`src/rtl/conv_pw_seq_if.sv`:
```
// rtl/conv_pw_seq_if.sv - pixel in/out and weight-write handshake bundle for conv_pw_seq
interface conv_pw_seq_if #(
  parameter int IN_CH  = 8,
  parameter int OUT_CH = 16,
  parameter int ACT_W  = 8,
  parameter int W_W    = 2,
  parameter int BIAS_W = 8
);
  localparam int AW = (OUT_CH > 1) ? $clog2(OUT_CH) : 1;

  logic                    in_valid;
  logic                    in_ready;
  logic [IN_CH*ACT_W-1:0]  in_act;
  logic                    out_valid;
  logic                    out_ready;
  logic [OUT_CH*ACT_W-1:0] out_act;
  logic                    wr_en;
  logic                    wr_ready;
  logic [AW-1:0]           wr_addr;
  logic [IN_CH*W_W-1:0]    wr_weights;
  logic [BIAS_W-1:0]       wr_bias;

  modport master (
    output in_valid, in_act, out_ready, wr_en, wr_addr, wr_weights, wr_bias,
    input  in_ready, out_valid, out_act, wr_ready
  );

  modport slave (
    input  in_valid, in_act, out_ready, wr_en, wr_addr, wr_weights, wr_bias,
    output in_ready, out_valid, out_act, wr_ready
  );
endinterface

```
`src/rtl/conv_pw_seq.sv`:
```
// rtl/conv_pw_seq.sv - time-multiplexed 1x1 conv, PAR_OUT channels per cycle, shift + ReLU6
// Optional stall counter port enabled by CONV_PW_SEQ_STALL_CNT_EN.
module conv_pw_seq #(
  parameter int IN_CH   = 8,
  parameter int OUT_CH  = 16,
  parameter int PAR_OUT = 4,
  parameter int ACT_W   = 8,
  parameter int W_W     = 2,
  parameter int BIAS_W  = 8,
  parameter int ACC_W   = 32,
  parameter int SHIFT   = 1,
  parameter int CLAMP   = 6
) (
  input  logic         clk,
  input  logic         rstn,
`ifdef CONV_PW_SEQ_STALL_CNT_EN
  output logic [15:0]  stall_cnt,
`endif
  conv_pw_seq_if.slave bus
);
  localparam int G  = OUT_CH / PAR_OUT;
  localparam int GW = (G > 1) ? $clog2(G) : 1;
  localparam int AW = (OUT_CH > 1) ? $clog2(OUT_CH) : 1;

  typedef enum logic [1:0] {IDLE, BUSY, DONE} state_t;

  state_t                  state_q, state_d;
  logic [GW-1:0]           g_q;
  logic [IN_CH*ACT_W-1:0]  x_q;
  logic [OUT_CH*ACT_W-1:0] out_q;
  logic [IN_CH*W_W-1:0]    w_mem [OUT_CH];
  logic [BIAS_W-1:0]       b_mem [OUT_CH];
  logic [ACT_W-1:0]        res   [PAR_OUT];
  logic signed [ACC_W-1:0] acc, r;
  logic [AW-1:0]           k;
  logic                    last_grp;
  logic                    wr_ok;

  assign last_grp     = (g_q == GW'(G - 1));
  assign wr_ok        = (state_q != BUSY);
  assign bus.in_ready  = (state_q == IDLE);
  assign bus.out_valid = (state_q == DONE);
  assign bus.wr_ready  = wr_ok;
  assign bus.out_act   = out_q;

  always_ff @(posedge clk or negedge rstn) begin
    if (!rstn) state_q <= IDLE;
    else       state_q <= state_d;
  end

  always_comb begin
    state_d = state_q;
    case (state_q)
      IDLE:    if (bus.in_valid)  state_d = BUSY;
      BUSY:    if (last_grp)      state_d = DONE;
      DONE:    if (bus.out_ready) state_d = IDLE;
      default: state_d = IDLE;
    endcase
  end

  // One group of PAR_OUT channels per cycle; negative sums clamp to zero before the shift.
  always_comb begin
    acc = '0;
    r   = '0;
    k   = '0;
    for (int p = 0; p < PAR_OUT; p++) res[p] = '0;
    for (int p = 0; p < PAR_OUT; p++) begin
      k   = AW'(int'(g_q) * PAR_OUT + p);
      acc = ACC_W'(signed'(b_mem[k]));
      for (int c = 0; c < IN_CH; c++) begin
        acc = acc + ACC_W'(signed'(w_mem[k][c*W_W +: W_W]))
                  * ACC_W'(signed'(x_q[c*ACT_W +: ACT_W]));
      end
      r = acc >>> SHIFT;
      if (acc < 0)                res[p] = '0;
      else if (r > ACC_W'(CLAMP)) res[p] = ACT_W'(CLAMP);
      else                        res[p] = r[ACT_W-1:0];
    end
  end

  always_ff @(posedge clk or negedge rstn) begin
    if (!rstn) begin
      g_q   <= '0;
      x_q   <= '0;
      out_q <= '0;
      for (int i = 0; i < OUT_CH; i++) begin
        w_mem[i] <= '0;
        b_mem[i] <= '0;
      end
    end else begin
      if (state_q == IDLE && bus.in_valid) begin
        x_q <= bus.in_act;
        g_q <= '0;
      end
      if (state_q == BUSY) begin
        g_q <= last_grp ? '0 : g_q + 1'b1;
        for (int p = 0; p < PAR_OUT; p++)
          out_q[(int'(g_q) * PAR_OUT + p) * ACT_W +: ACT_W] <= res[p];
      end
      // Writes while BUSY are dropped rather than queued.
      if (bus.wr_en && wr_ok && int'(bus.wr_addr) < OUT_CH) begin
        w_mem[bus.wr_addr] <= bus.wr_weights;
        b_mem[bus.wr_addr] <= bus.wr_bias;
      end
    end
  end

`ifdef CONV_PW_SEQ_STALL_CNT_EN
  always_ff @(posedge clk or negedge rstn) begin
    if (!rstn)
      stall_cnt <= '0;
    else if (bus.out_valid && !bus.out_ready && stall_cnt != 16'hFFFF)
      stall_cnt <= stall_cnt + 16'd1;
  end
`endif
endmodule

```
`src/flat_wrapper.sv`:
```
// flat-port wrapper written by rule: the top's interface ports become plain ports
module conv_pw_seq_flat 
#(
  parameter int IN_CH   = 8,
  parameter int OUT_CH  = 16,
  parameter int PAR_OUT = 4,
  parameter int ACT_W   = 8,
  parameter int W_W     = 2,
  parameter int BIAS_W  = 8,
  parameter int ACC_W   = 32,
  parameter int SHIFT   = 1,
  parameter int CLAMP   = 6
)
  (clk, rstn, bus_in_valid, bus_in_act, bus_out_ready, bus_wr_en, bus_wr_addr, bus_wr_weights, bus_wr_bias, bus_in_ready, bus_out_valid, bus_out_act, bus_wr_ready);
  conv_pw_seq_if #(.IN_CH(IN_CH), .OUT_CH(OUT_CH), .ACT_W(ACT_W), .W_W(W_W), .BIAS_W(BIAS_W)) bus_i ();
  input  logic clk;
  input  logic rstn;
  input wire logic [$bits(bus_i.in_valid)-1:0] bus_in_valid;
  input wire logic [$bits(bus_i.in_act)-1:0] bus_in_act;
  input wire logic [$bits(bus_i.out_ready)-1:0] bus_out_ready;
  input wire logic [$bits(bus_i.wr_en)-1:0] bus_wr_en;
  input wire logic [$bits(bus_i.wr_addr)-1:0] bus_wr_addr;
  input wire logic [$bits(bus_i.wr_weights)-1:0] bus_wr_weights;
  input wire logic [$bits(bus_i.wr_bias)-1:0] bus_wr_bias;
  output wire logic [$bits(bus_i.in_ready)-1:0] bus_in_ready;
  output wire logic [$bits(bus_i.out_valid)-1:0] bus_out_valid;
  output wire logic [$bits(bus_i.out_act)-1:0] bus_out_act;
  output wire logic [$bits(bus_i.wr_ready)-1:0] bus_wr_ready;
  assign bus_i.in_valid = bus_in_valid;
  assign bus_i.in_act = bus_in_act;
  assign bus_i.out_ready = bus_out_ready;
  assign bus_i.wr_en = bus_wr_en;
  assign bus_i.wr_addr = bus_wr_addr;
  assign bus_i.wr_weights = bus_wr_weights;
  assign bus_i.wr_bias = bus_wr_bias;
  assign bus_in_ready = bus_i.in_ready;
  assign bus_out_valid = bus_i.out_valid;
  assign bus_out_act = bus_i.out_act;
  assign bus_wr_ready = bus_i.wr_ready;
  conv_pw_seq #(.IN_CH(IN_CH), .OUT_CH(OUT_CH), .PAR_OUT(PAR_OUT), .ACT_W(ACT_W), .W_W(W_W), .BIAS_W(BIAS_W), .ACC_W(ACC_W), .SHIFT(SHIFT), .CLAMP(CLAMP)) u_core (.clk(clk), .rstn(rstn), .bus(bus_i));
endmodule
```
`config.mk`:
```
export PLATFORM = sky130hd
export DESIGN_NAME = conv_pw_seq_flat
export DESIGN_NICKNAME = d
export VERILOG_FILES = /design/src/rtl/conv_pw_seq_if.sv /design/src/rtl/conv_pw_seq.sv /design/src/flat_wrapper.sv
export SDC_FILE = /design/constraint.sdc
export NUM_CORES = 2
export LEC_CHECK = 0
export BUFFER_PORTS_ARGS = -buffer_cell sky130_fd_sc_hd__buf_4
export CAP_MARGIN = 30
export CORE_MARGIN = 1.5
export CORE_UTILIZATION = 60
export CTS_CLUSTER_SIZE = 25
export DETAILED_ROUTE_END_ITERATION = 10
export PLACE_DENSITY = 0.78
export REMOVE_ABC_BUFFERS = 1
export SYNTH_ARGS = -nofsm -noshare
export SYNTH_HDL_FRONTEND = slang
export SYNTH_SLANG_ARGS = --single-unit
```
`constraint.sdc`:
```
create_clock -name clk -period 13.6 [get_ports clk]
set_input_delay 0 -clock clk [delete_from_list [all_inputs] [get_ports clk]]
set_output_delay 0 -clock clk [all_outputs]
set_load 0.02 [all_outputs]
```
==> results_dict.tcl <==
set metrics [dict create \
    status "finished with violations" \
    violations "hold timing" \
    grt_max_degree 171 \
    nNetsFinal 5625 \
    ctsLongestPathBuffers 3 \
    grtUsageTotal_pct 33.0 \
    drc 0 \
    dieArea_sq_um 80500 \
    viasPerCell 5.82 \
    drtIter0Drc 2589 \
    synth-xor-area-share_pct 3.61 \
    end_kind "flip-flop" \
    drive_gt1_share_pct 19.2 \
    final-hold-violation-count 14 \
    r2r_slack_ns 2.72 \
    worst_hold_slack_ns -0.0173 \
    timing.rr.start "u_core.g_q[1]" \
    synthSimpleGateAreaFrac_pct 11.1 \
    fmax_mhz 91.9 \
    io_buffers 227 \
    ys_ff_latch 580 \
    setup_violations 0 \
    setup_total_negative_slack_ns 0 \
    cp-start-kind "flip-flop" \
    critPathKind "flip-flop to flip-flop" \
    slew_violations 0 \
    crit_top_cell "fa_1" \
    path_clk_slew_ns 0.07 \
    multiInputGateArea_sq_um 30100 \
    drt_pass1_iterations 5 \
    arrival_ns 11.41 \
    core_area_sq_um 77700 \
    hold_path_class "primary input to async pin" \
    synthesis.area_sq_um 47300 \
    synth_cell_types 74 \
    slowest_delay_ns 0.94 \
    postCtsResizedCells 0 \
    wire_per_inst_um 22.4 \
    htreeDepth 2 \
    grt_pass1_wl_um 204000 \
    dp_hpwl_um 98800 \
    stdcell_count 5807 \
    regToRegEndpoint "u_core.bus.out_act[112]" \
    fin_crit_sh_pct 80.0 \
    synthAdderAreaFrac_pct 27.8 \
    cts_tree "built" \
    ys_async_sr_fraction_pct 100 \
    grt_pass1_vias 35000 \
    die_h_um 284 \
    slew-limit-headroom_pct 25.5 \
    rsz0062_at_grt "false" \
    ioPinCount 228 \
    drv_cap 0 \
    antenna_found_initial 4 \
    overflow 0 \
    die_w_um 284 \
    routed_wl_um 130000 \
    fillerInstances 5657 \
    fin_crit_ns 10.88 \
    drtAntennaViolNets 0 \
    ff2ff_path_depth 35 \
    synth_compound_area_share_pct 7.30 \
    cp.required_ns 14.13 \
    worst_slew_pin_slew_ns 1.11 \
    critPathSlowestCell "a2111oi_0" \
    yosysSeqAreaShare_pct 30.7 \
    synth_top_family_by_area "adder cells" \
    cp_max_fo 46 \
    fin_util_pct 68.4 \
    synthMuxAreaShare_pct 13.7 \
    gp_congestion 1.02 \
    num_rows 102 \
    regArea_sq_um 14500 \
    syn2layout_area_growth_pct 12.5 \
    postCtsSetupBuffers 0 \
    cts_sinks 580 \
    synth-edff-count 0 \
    clock-root-buffer "clkbuf_16" \
    cp-startpoint "u_core.g_q[1]" \
    endpoint "u_core.bus.out_act[112]" \
    start_util_pct 60.8 \
    vias 33800 \
    synth_flop_cell "dfrtp_1" \
    yosysWarnings 0 \
    cts-buffers-inserted 60 \
    avgSynthCellArea_sq_um 10.6 \
    fin_worst_skew_ns 0.0465 \
    placed_cells 5598 \
    synth_cells 4477 \
    clk_latency_ns 0.68 \
]
[registers in the layout, summed over array words and instances (netlist names)]
register and count:
u_core.w_mem 256, u_core.b_mem 128, u_core.bus.out_act 128, u_core.x_q 64
u_core.g_q 2, u_core.state_q 2
[cell usage in the layout (no fill, tap or decap), types with 81 or more instances in the layout]
master	count
and2_1	276
o21ai_0	81
inv_1	540
fa_1	388
xnor2_1	124
nand2_1	408
buf_4	261
a21oi_1	156
dfrtp_1	578
ha_1	428
dlygate4sd3_1	90
mux2_2	417
o21bai_1	82
nor2_1	250
[kinds of logic after synthesis]
| logic type | count (synthesis) |
|---|---|
| buffers and inverters | 728 |
| XOR/XNOR | 195 |
| flip-flops | 580 |
| AND/OR/NAND/NOR | 1109 |
| adder cells (fa/ha/maj) | 816 |
| AO/OA/AOI/OAI | 535 |
| multiplexers | 514 |
[layer usage]
metal	routed length [um]	track usage (%)	up-vias
met3	10400	6.24	304
li1	-	-	15200
met1	53600	44.1	17100
met2	59800	52.9	1187
met5	0	0	-
met4	6230	14.0	0
[worst max-delay path: cells and delay by family, from the launching register on]
| kind | cells | cell delay [ns] |
|---|---|---|
| fa+ha+maj | 8 | 3.60 |
| compound gates | 12 | 3.33 |
| simple gates | 8 | 1.15 |
| buf+inv | 5 | 0.94 |
| flops | 1 | 0.87 |
| mux | 1 | 0.44 |
| xor+xnor | 1 | 0.34 |
[metrics by stage]
stage                     setup slack, ns  cell area (sq um)
after global routing                 2.11              53200
after floorplan                     0.419              46600
after detailed placement             2.97              50000
final                                2.72              53200
after CTS                            2.90              53100
after global placement               3.03              49900
[worst min path at each step]
stage	depth (start not counted)	startpoint	end
2_1_floorplan	0	rstn	u_core.b_mem[0]
3_3_place_gp	1	rstn	u_core.x_q[51]
3_5_place_dp	1	rstn	u_core.x_q[51]
4_1_cts	2	rstn	u_core.x_q[51]
5_1_grt	4	bus_in_act[19]	u_core.x_q[19]
6_report	2	rstn	u_core.x_q[51]
[synth_stat cells, drive strengths merged (71+ instances only)]
master / instances / area [sq um]
nand2: 410 / 1540
buf: 81 / 323
nor2: 259 / 972
and2: 277 / 1730
mux2: 417 / 4700
inv: 540 / 2030
o21ai: 111 / 556
o21bai: 82 / 616
xor2: 71 / 622
dfrtp: 580 / 14500
fa: 388 / 7770
a21oi: 158 / 798
xnor2: 124 / 1090
ha: 428 / 5360
a21o: 76 / 572
clkbuf: 106 / 398
[what timing repair did]
item / 4_1_cts / 5_1_grt
hold buffers: 90 / 0
setup endpoints to repair: 0 / 0
endpoints found under the hold margin: 568 / 0
[layout make-up]
class / instances / area share (%)
Inverter: 541 / 3.82
Tap cell: 1040 / 2.45
Clock inverter: 37 / 1.14
Antenna cell: 3 / 0.0141
Sequential cell: 580 / 27.3
Multi-Input combinational cell: 3169 / 56.5
Timing Repair Buffer: 360 / 5.62
Clock buffer: 77 / 3.11
Power is left out: the tool's default activity adds up to more than one toggle a clock period on the data nets, which glitch-free logic cannot reach.
